--- src/rtl/matmul_pkg.sv ---
// Shared definitions for the matrix-multiply datapath: default sizes, sequencer states, packing helpers.
// No logic of its own; latency not applicable.
// No flow control; consumers apply their own.
package matmul_pkg;

    localparam int MM_N       = 4;
    localparam int MM_ELEM_W  = 32;
    localparam int MM_TIMEOUT = 1024;

    typedef enum logic [2:0] {
        ST_IDLE    = 3'd0,
        ST_ISSUE   = 3'd1,
        ST_WAIT    = 3'd2,
        ST_RELEASE = 3'd3,
        ST_FINISH  = 3'd4
    } mm_state_e;

    // LSB of element (r,c) in a row-major packed N x N matrix
    function automatic int elem_lsb(input int r, input int c,
                                    input int n = MM_N, input int w = MM_ELEM_W);
        return (r * n + c) * w;
    endfunction

    // LSB of element k in a packed N-element vector
    function automatic int vec_lsb(input int k, input int w = MM_ELEM_W);
        return k * w;
    endfunction

endpackage

--- src/rtl/matmul_scheduler.sv ---
// Sequences N*N row-by-column jobs through one shared inner_product unit and gathers C = A x B.
// Per job: 1 issue cycle + wait-for-done-rise + wait-for-done-fall; done pulses one cycle after the last job.
// Stalls on ip_done handshake edges; a watchdog aborts the run with err if either edge never arrives.
module matmul_scheduler
    import matmul_pkg::*;
#(
    parameter int N       = MM_N,
    parameter int ELEM_W  = MM_ELEM_W,
    parameter int TIMEOUT = MM_TIMEOUT
) (
    input  logic                    clk,
    input  logic                    rst,
    input  logic                    start,
    input  logic [N*N*ELEM_W-1:0]   a_in,
    input  logic [N*N*ELEM_W-1:0]   b_in,
    output logic [N*ELEM_W-1:0]     ip_in1,
    output logic [N*ELEM_W-1:0]     ip_in2,
    output logic                    ip_start,
    input  logic [ELEM_W-1:0]       ip_out,
    input  logic                    ip_done,
    output logic [N*N*ELEM_W-1:0]   c_out,
    output logic                    busy,
    output logic                    done,
    output logic                    err
);

    localparam int MW  = N * N * ELEM_W;
    localparam int VW  = N * ELEM_W;
    localparam int IW  = (N > 1) ? $clog2(N) : 1;
    localparam int MIW = (MW > 1) ? $clog2(MW) : 1;
    localparam int WDW = $clog2(TIMEOUT + 1);
    localparam logic [IW-1:0]  LAST_IDX = IW'(N - 1);
    localparam logic [WDW-1:0] WD_LIMIT = WDW'(TIMEOUT - 1);

    mm_state_e         r_state;
    mm_state_e         w_state_nxt;
    logic [MW-1:0]     r_a;
    logic [MW-1:0]     r_b;
    logic [IW-1:0]     r_i;
    logic [IW-1:0]     r_j;
    logic [WDW-1:0]    r_wdog;
    logic [VW-1:0]     r_ip_in1;
    logic [VW-1:0]     r_ip_in2;
    logic              r_ip_start;
    logic [MW-1:0]     r_c;
    logic              r_busy;
    logic              r_done;
    logic              r_err;
    logic [VW-1:0]     w_row;
    logic [VW-1:0]     w_col;
    logic              w_tmo;
    logic              w_last;
    logic [MIW-1:0]    w_c_lsb;

    // Row i of latched A and column j of latched B, gathered element by element
    for (genvar k = 0; k < N; k++) begin : g_sel
        assign w_row[vec_lsb(k, ELEM_W) +: ELEM_W] =
            r_a[MIW'(elem_lsb(int'(r_i), k, N, ELEM_W)) +: ELEM_W];
        assign w_col[vec_lsb(k, ELEM_W) +: ELEM_W] =
            r_b[MIW'(elem_lsb(k, int'(r_j), N, ELEM_W)) +: ELEM_W];
    end

    // The watchdog value is the count of earlier WAIT/RELEASE cycles, so this is the TIMEOUT-th one
    assign w_tmo   = (r_wdog == WD_LIMIT);
    assign w_last  = (r_i == LAST_IDX) && (r_j == LAST_IDX);
    assign w_c_lsb = MIW'(elem_lsb(int'(r_i), int'(r_j), N, ELEM_W));

    // State register
    always_ff @(posedge clk or negedge rst) begin
        if (!rst) begin
            r_state <= ST_IDLE;
        end else begin
            r_state <= w_state_nxt;
        end
    end

    // Next-state decode; a real handshake edge wins over a coincident watchdog expiry
    always_comb begin
        w_state_nxt = r_state;
        case (r_state)
            ST_IDLE:    if (start) w_state_nxt = ST_ISSUE;
            ST_ISSUE:   w_state_nxt = ST_WAIT;
            ST_WAIT: begin
                if (ip_done)    w_state_nxt = ST_RELEASE;
                else if (w_tmo) w_state_nxt = ST_FINISH;
            end
            ST_RELEASE: begin
                if (!ip_done)   w_state_nxt = w_last ? ST_FINISH : ST_ISSUE;
                else if (w_tmo) w_state_nxt = ST_FINISH;
            end
            ST_FINISH:  w_state_nxt = ST_IDLE;
            default:    w_state_nxt = ST_IDLE;
        endcase
    end

    // Operand latch, job indices, watchdog, result gather and registered status outputs
    always_ff @(posedge clk or negedge rst) begin
        if (!rst) begin
            r_a        <= '0;
            r_b        <= '0;
            r_i        <= '0;
            r_j        <= '0;
            r_wdog     <= '0;
            r_ip_in1   <= '0;
            r_ip_in2   <= '0;
            r_ip_start <= 1'b0;
            r_c        <= '0;
            r_busy     <= 1'b0;
            r_done     <= 1'b0;
            r_err      <= 1'b0;
        end else begin
            r_done <= 1'b0;
            case (r_state)
                ST_IDLE: begin
                    if (start) begin
                        r_a    <= a_in;
                        r_b    <= b_in;
                        r_i    <= '0;
                        r_j    <= '0;
                        r_c    <= '0;
                        r_err  <= 1'b0;
                        r_busy <= 1'b1;
                    end
                end
                ST_ISSUE: begin
                    r_ip_in1   <= w_row;
                    r_ip_in2   <= w_col;
                    r_ip_start <= 1'b1;
                    r_wdog     <= '0;
                end
                ST_WAIT: begin
                    r_wdog <= r_wdog + 1'b1;
                    if (ip_done) begin
                        r_c[w_c_lsb +: ELEM_W] <= ip_out;
                        r_ip_start             <= 1'b0;
                    end else if (w_tmo) begin
                        r_ip_start <= 1'b0;
                        r_err      <= 1'b1;
                    end
                end
                ST_RELEASE: begin
                    r_wdog <= r_wdog + 1'b1;
                    if (!ip_done) begin
                        if (r_j == LAST_IDX) begin
                            r_j <= '0;
                            r_i <= r_i + 1'b1;
                        end else begin
                            r_j <= r_j + 1'b1;
                        end
                    end else if (w_tmo) begin
                        r_err <= 1'b1;
                    end
                end
                default: ;
            endcase
            // Any route into FINISH (normal or aborted) ends the run
            if ((w_state_nxt == ST_FINISH) && (r_state != ST_FINISH)) begin
                r_done <= 1'b1;
                r_busy <= 1'b0;
            end
        end
    end

    assign ip_in1   = r_ip_in1;
    assign ip_in2   = r_ip_in2;
    assign ip_start = r_ip_start;
    assign c_out    = r_c;
    assign busy     = r_busy;
    assign done     = r_done;
    assign err      = r_err;

endmodule

--- config.mk ---
export PLATFORM = sky130hd
export DESIGN_NAME = matmul_scheduler
export DESIGN_NICKNAME = d
export VERILOG_FILES = /design/src/rtl/matmul_pkg.sv /design/src/rtl/matmul_scheduler.sv
export SDC_FILE = /design/constraint.sdc
export NUM_CORES = 2
export LEC_CHECK = 0
export ABC_AREA = 1
export BUFFER_PORTS_ARGS = -buffer_cell sky130_fd_sc_hd__buf_2
export CAP_MARGIN = 20
export CORE_AREA = 4 4 702 704
export CTS_BUF_LIST = sky130_fd_sc_hd__clkbuf_2
export DETAILED_ROUTE_END_ITERATION = 10
export DIE_AREA = 0 0 706 708
export PLACE_DENSITY_LB_ADDON = 0.2
export SETUP_SLACK_MARGIN = 0.1
export SLEW_MARGIN = 5
export SYNTH_ARGS = -nofsm -noshare
export SYNTH_HDL_FRONTEND = slang
export SYNTH_SLANG_ARGS = --single-unit
--- constraint.sdc ---
create_clock -name clk -period 3.6 [get_ports clk]
set_clock_uncertainty 0.1 [all_clocks]
set_input_delay 0.18 -clock clk [delete_from_list [all_inputs] [get_ports clk]]
set_output_delay 0.18 -clock clk [all_outputs]
set_load 0.01 [all_outputs]
# Word level (Yosys, flattened, before mapping)
# Index checks and enable logic that the tools add are counted.
[word_totals]
register_bits = 1814
latchBits = 0
mem_bits_rw = 0
mem_bits_ro = 0
in_bits = 1060
out_inout_bits = 772
n_memories = 0
[classes]
add_sub_neg = 11
mul = 0
div = 0
n_lt_le_gt_ge = 0
n_eq_ne = 15
shift = 10
muxes = 30
bitwise_logic = 0
reduce_logical = 18
[ops]
columns = ["operator", "n"]
rows = [
  ["$shiftx 512x9->32", 7],
  ["$mux 512", 2],
  ["$pmux 512 s2", 1],
  ["$bwmux 512", 1],
  ["$shift 32x11->512 const A", 1],
  ["$shiftx 32x11->512", 1],
  ["$shiftx 512x8->32", 1],
  ["$pmux 11 s2", 1],
  ["$mux 3", 5],
  ["$ne 2x2->1 const B", 6],
  ["$pmux 3 s4", 1],
  ["$reduce_bool 2->1", 6],
  ["$add 11x1->11 const B", 1],
  ["$eq 11x10->1 const B", 1],
  ["$neg 9->11", 1],
  ["$mux 1", 10],
  ["$mux 2", 5],
  ["$add 4x2->4 const A", 2],
  ["$add 4x2->4 const B", 2],
  ["$pmux 2 s2", 2],
  ["$reduce_and 4->1", 2],
  ["$eq 3x2->1 const B", 2],
  ["$ne 3x3->1 const B", 2],
  ["$reduce_and 2->1", 3],
  ["other kinds (14)", 18],
]

# Longest topological paths before layout
[logic_depth]
depth_word = 9
mapped_depth = 14
depth_no_buf = 12

# Worst setup path before layout
# No wires, ideal clock.
[synth_timing]
path_type = "flip-flop to flip-flop"
start = "reg r_j[0]"
end = "reg r_c[10], in the netlist c_out[10]"
setup_ns = 0.117
t_arrival_ns = 2.106
slack_ns = 1.277
path_stages_with_launch = 12
period_less_slack_ns = 2.323
cell_sequence = "dfrtp_1 -> inv_2 -> clkbuf_1 -> ha_1 -> buf_2 -> clkinv_1 -> nand3_1 -> nor2_1 -> o21ai_1 -> buf_2 -> nand2_1 -> nand2_1"
[synth_via]
elab_chain_cells = 6
[synth_lines]
columns = ["item", "line", "rtl"]
rows = [
  ["start: declaration", "matmul_scheduler.sv:40", "logic [IW-1:0] r_j;"],
  ["start signal: assignment", "matmul_scheduler.sv:148", "r_j <= r_j + 1'b1;"],
  ["$add 4x2->4 (*)", "matmul_pkg.sv:21", "return (r * n + c) * w;"],
  ["$neg 9->11 (*)", "matmul_scheduler.sv:134", "r_c[w_c_lsb +: ELEM_W] <= ip_out;"],
  ["$shiftx 32x11->512 or $shift 32x11->512 (tied branches)", "matmul_scheduler.sv:134", ""],
  ["$bwmux 512 (*)", "matmul_scheduler.sv:134", ""],
  ["$mux 512 (*)", "matmul_scheduler.sv:133", "if (ip_done) begin"],
  ["$pmux 512 s2 (*)", "matmul_scheduler.sv:113", "case (r_state)"],
  ["end signal: indexed assignment", "matmul_scheduler.sv:134", ""],
  ["end: declaration", "matmul_scheduler.sv:45", "logic [MW-1:0] r_c;"],
]
# Mark *: on every way between the ends. The rest lies on a longest branch, timed or not. The select of a mux whose other input is x is not followed.
# A chain may end at the register's enable or synchronous reset.

# Final worst setup path
[layout_timing]
start = "in ip_done"
end = "reg r_c[15], in the netlist c_out[15]"
[layout_via]
elab_chain_cells = 2
[layout_lines]
columns = ["item", "line", "rtl"]
rows = [
  ["start: declaration", "matmul_scheduler.sv:20", "input logic ip_done,"],
  ["$ne 2x2->1 (no line)", "-", ""],
  ["$reduce_and 3->1 (no line)", "-", ""],
]
# No other way between the ends.

==> results_dict.tcl <==
set metrics [dict create \
    ys.flop_type "dfrtp_1" \
    cts_tree "built" \
    post-route-period-util_pct 107 \
    fin_nets 10700 \
    crit_arrival_ns 5.69 \
    regArea_sq_um 31000 \
    io_buffers 1255 \
    fin_crit_ns 3.86 \
    ff2ff_setup_slack_ns 0.30 \
    timing.hold.ws_ns 0.370 \
    place_hpwl_mm 258 \
    antenna_found_initial 44 \
    cts_num_sinks 1238 \
    reg2reg_to "c_out[161]" \
    path_clk_slew_ns 0.11 \
    clock-root-buffer "clkbuf_2" \
    dpl_cell_area_sq_um 66100 \
    drc 0 \
    worst_slack_ns -0.255 \
    wl_mm 361 \
    vdd_ir_drop_max_v 0.000544 \
    synthArstFlopShare_pct 100 \
    fillers 54500 \
    yosysUniqueCellTypes 34 \
    drt_first_pass_iters 5 \
    max_cap_viol_count 0 \
    max-clock-path-buffers 4 \
    yosysWarnings 0 \
    stdcell_count 16400 \
    dr_wl_met2_mm 170 \
    rows 256 \
    ys_seq_area_share_pct 59.7 \
    power_per_cell_area_nw_per_um2 636 \
    rsz0062_at_grt "yes" \
    start_util_pct 10.7 \
    clock_latency_ns 2.04 \
    hold_start "r_b[0]" \
    dp_slack_ns 0.498 \
    tightest_slew_ns 1.07 \
    synth_edf_count 0 \
    htree_levels 5 \
    drtIter0Drc 3480 \
    grt_pass1_vias 62000 \
    reg2reg_depth 9 \
    antenna_left 0 \
    hold_viol_final 0 \
    max_freq_mhz 259 \
    grt_use_total_pct 14.0 \
    endpoint_kind "register" \
    avgSynthCellArea_sq_um 8.63 \
    io_pins 1832 \
    routed.top_layer "met5" \
    grt_overflow 0 \
    worst-setup-path-type "in -> reg" \
    layout-drive-gt1-share_pct 20.8 \
    max-slew-margin-rel_pct 28.6 \
    worstHoldPathType "reg -> reg" \
    worstPathMaxFanout 27 \
    violations "setup timing" \
    finalInstanceArea_sq_um 92200 \
    die-height_microns 708 \
    wl_met3_mm 28.1 \
    setup_viol 138 \
    drv_slew 0 \
    drt-met1-wl_mm 147 \
    num_vias 57500 \
    die-area_sq_um 500000 \
    grt_pass1_wl_mm 498 \
    ys_seq_elements 1238 \
    hold_end "r_b[0]" \
    holdPathStages 2 \
    multi_input_area_sq_um 17400 \
    via_per_inst 3.50 \
    fp.dieW_microns 706 \
    syn_inst 6009 \
    leakagePower_nw 44.2 \
    start_kind "input port" \
    required_ns 5.43 \
    status "complete, but fails checks" \
    syn_to_final_growth_pct 77.7 \
    gp_congestion 0.783 \
    syn-cell-area_sq_um 51900 \
    grt_max_degree 158 \
    core_sq_um 486000 \
    r2r_start "r_j[1]" \
    placed_cells 13500 \
    finish.utilization_pct 19.0 \
    wire_per_inst_microns 22.0 \
    cts_made_buffers 387 \
]
==> area by class of cell <==
class / count / area share (%)
antenna: 29 / 0.0787
inverter: 468 / 1.93
sequential: 1238 / 33.6
clock inverter: 101 / 0.692
tap: 6450 / 8.75
timing repair buffer: 3656 / 33.1
multi-input combinational: 3914 / 18.9
clock buffer: 544 / 2.95
==> cells in the final DEF, fill, tap and decap left out, types with 29 or more instances in the layout <==
master,count
o21ai_1,63
a32o_1,127
nand3_1,139
a21oi_1,74
clkbuf_2,544
buf_2,1218
inv_1,458
clkinv_1,68
conb_1,64
dlygate4sd3_1,2228
o21ai_0,623
nand2_1,2424
dfrtp_1,1232
buf_4,165
diode_2,29
nand4_1,141
nor2_1,163
buf_12,37
o22ai_1,33
==> where the power goes <==
part / switching [W] / total (W) / internal [W]
Sequential: 0.00199 / 0.0201 / 0.0181
Clock: 0.00740 / 0.0119 / 0.00449
Combinational: 0.0182 / 0.0266 / 0.00844
==> routing by layer <==
layer | vias up | GRT usage (%)
met2 | 1978 | 23.3
met3 | 704 | 4.54
met5 | - | 0
li1 | 26600 | -
met1 | 28100 | 16.4
met4 | 20 | 6.00
==> worst max-delay path, stage by stage <==
cell	delay, ns
dlygate4sd3_1	0.57
dlygate4sd3_1	0.61
dlygate4sd3_1	0.60
buf_2	0.14
dlygate4sd3_1	0.62
inv_1	0.07
dlygate4sd3_1	0.63
nor2_2	0.06
buf_4	0.19
inv_2	0.26
buf_6	0.36
nor2_1	0.07
dlygate4sd3_1	0.61
nand2_1	0.07
nand2_1	0.05
dlygate4sd3_1	0.55
==> what timing repair did <==
| action | in CTS | in global routing |
|---|---|---|
| gates resized for setup | 40 | 10 |
| gates cloned | 0 | 2 |
| hold buffers | 2229 | 0 |
| pin swaps | 0 | 5 |
| hold endpoints to repair | 2273 | 0 |
| setup buffers | 0 | 15 |
| endpoints found under the setup margin | 37 | 95 |
==> state kept, by name (all words and copies together) (netlist names), 2 cells and up <==
signal,cells
c_out,512
ip_in1,128
ip_in2,64
r_a,256
r_b,256
r_i,2
r_j,2
r_state,3
r_wdog,11
==> per-stage QoR <==
stage / setup TNS, ns / total power (W)
finish: -13.61 / 0.0587
global route: -0.0284 / 0.0635
CTS: 0 / 0.0600
detailed placement: 0 / 0.0446
global placement: 0 / 0.0445
floorplan: 0 / 0.0316
==> worst max path at each step <==
stage / start / to / cells after the start
after floorplan: r_j[0] / c_out[10] / 11
after global placement: r_state[0] / c_out[317] / 9
after detailed placement: r_state[0] / c_out[61] / 9
after CTS: done / done / 1
after global routing: ip_done / c_out[15] / 16
final: ip_done / c_out[15] / 16
==> cell usage after synthesis (33+ instances only) <==
library cell  count  area [sq um]
buf_2           148           741
a32o_1          127          1270
o21ai_0         623          3120
inv_1           461          1730
dfrtp_1        1238         31000
clkbuf_1        210           788
nand3_1         142           711
nor2_1          170           638
o22ai_1          33           206
nand2_1        2426          9110
a21oi_1          75           375
buf_4            70           526
o21ai_1          70           350
nand4_1         141           882
==> cells by family after synthesis <==
kind of cell	after synthesis	share of synthesized area [%]
buf+inv	921	7.53
other cells	1	0.00723
flops	1238	59.7
simple gates	2908	22.2
compound gates	934	10.4
fa+ha+maj	7	0.169
Power figures use the tool's default switching activity.
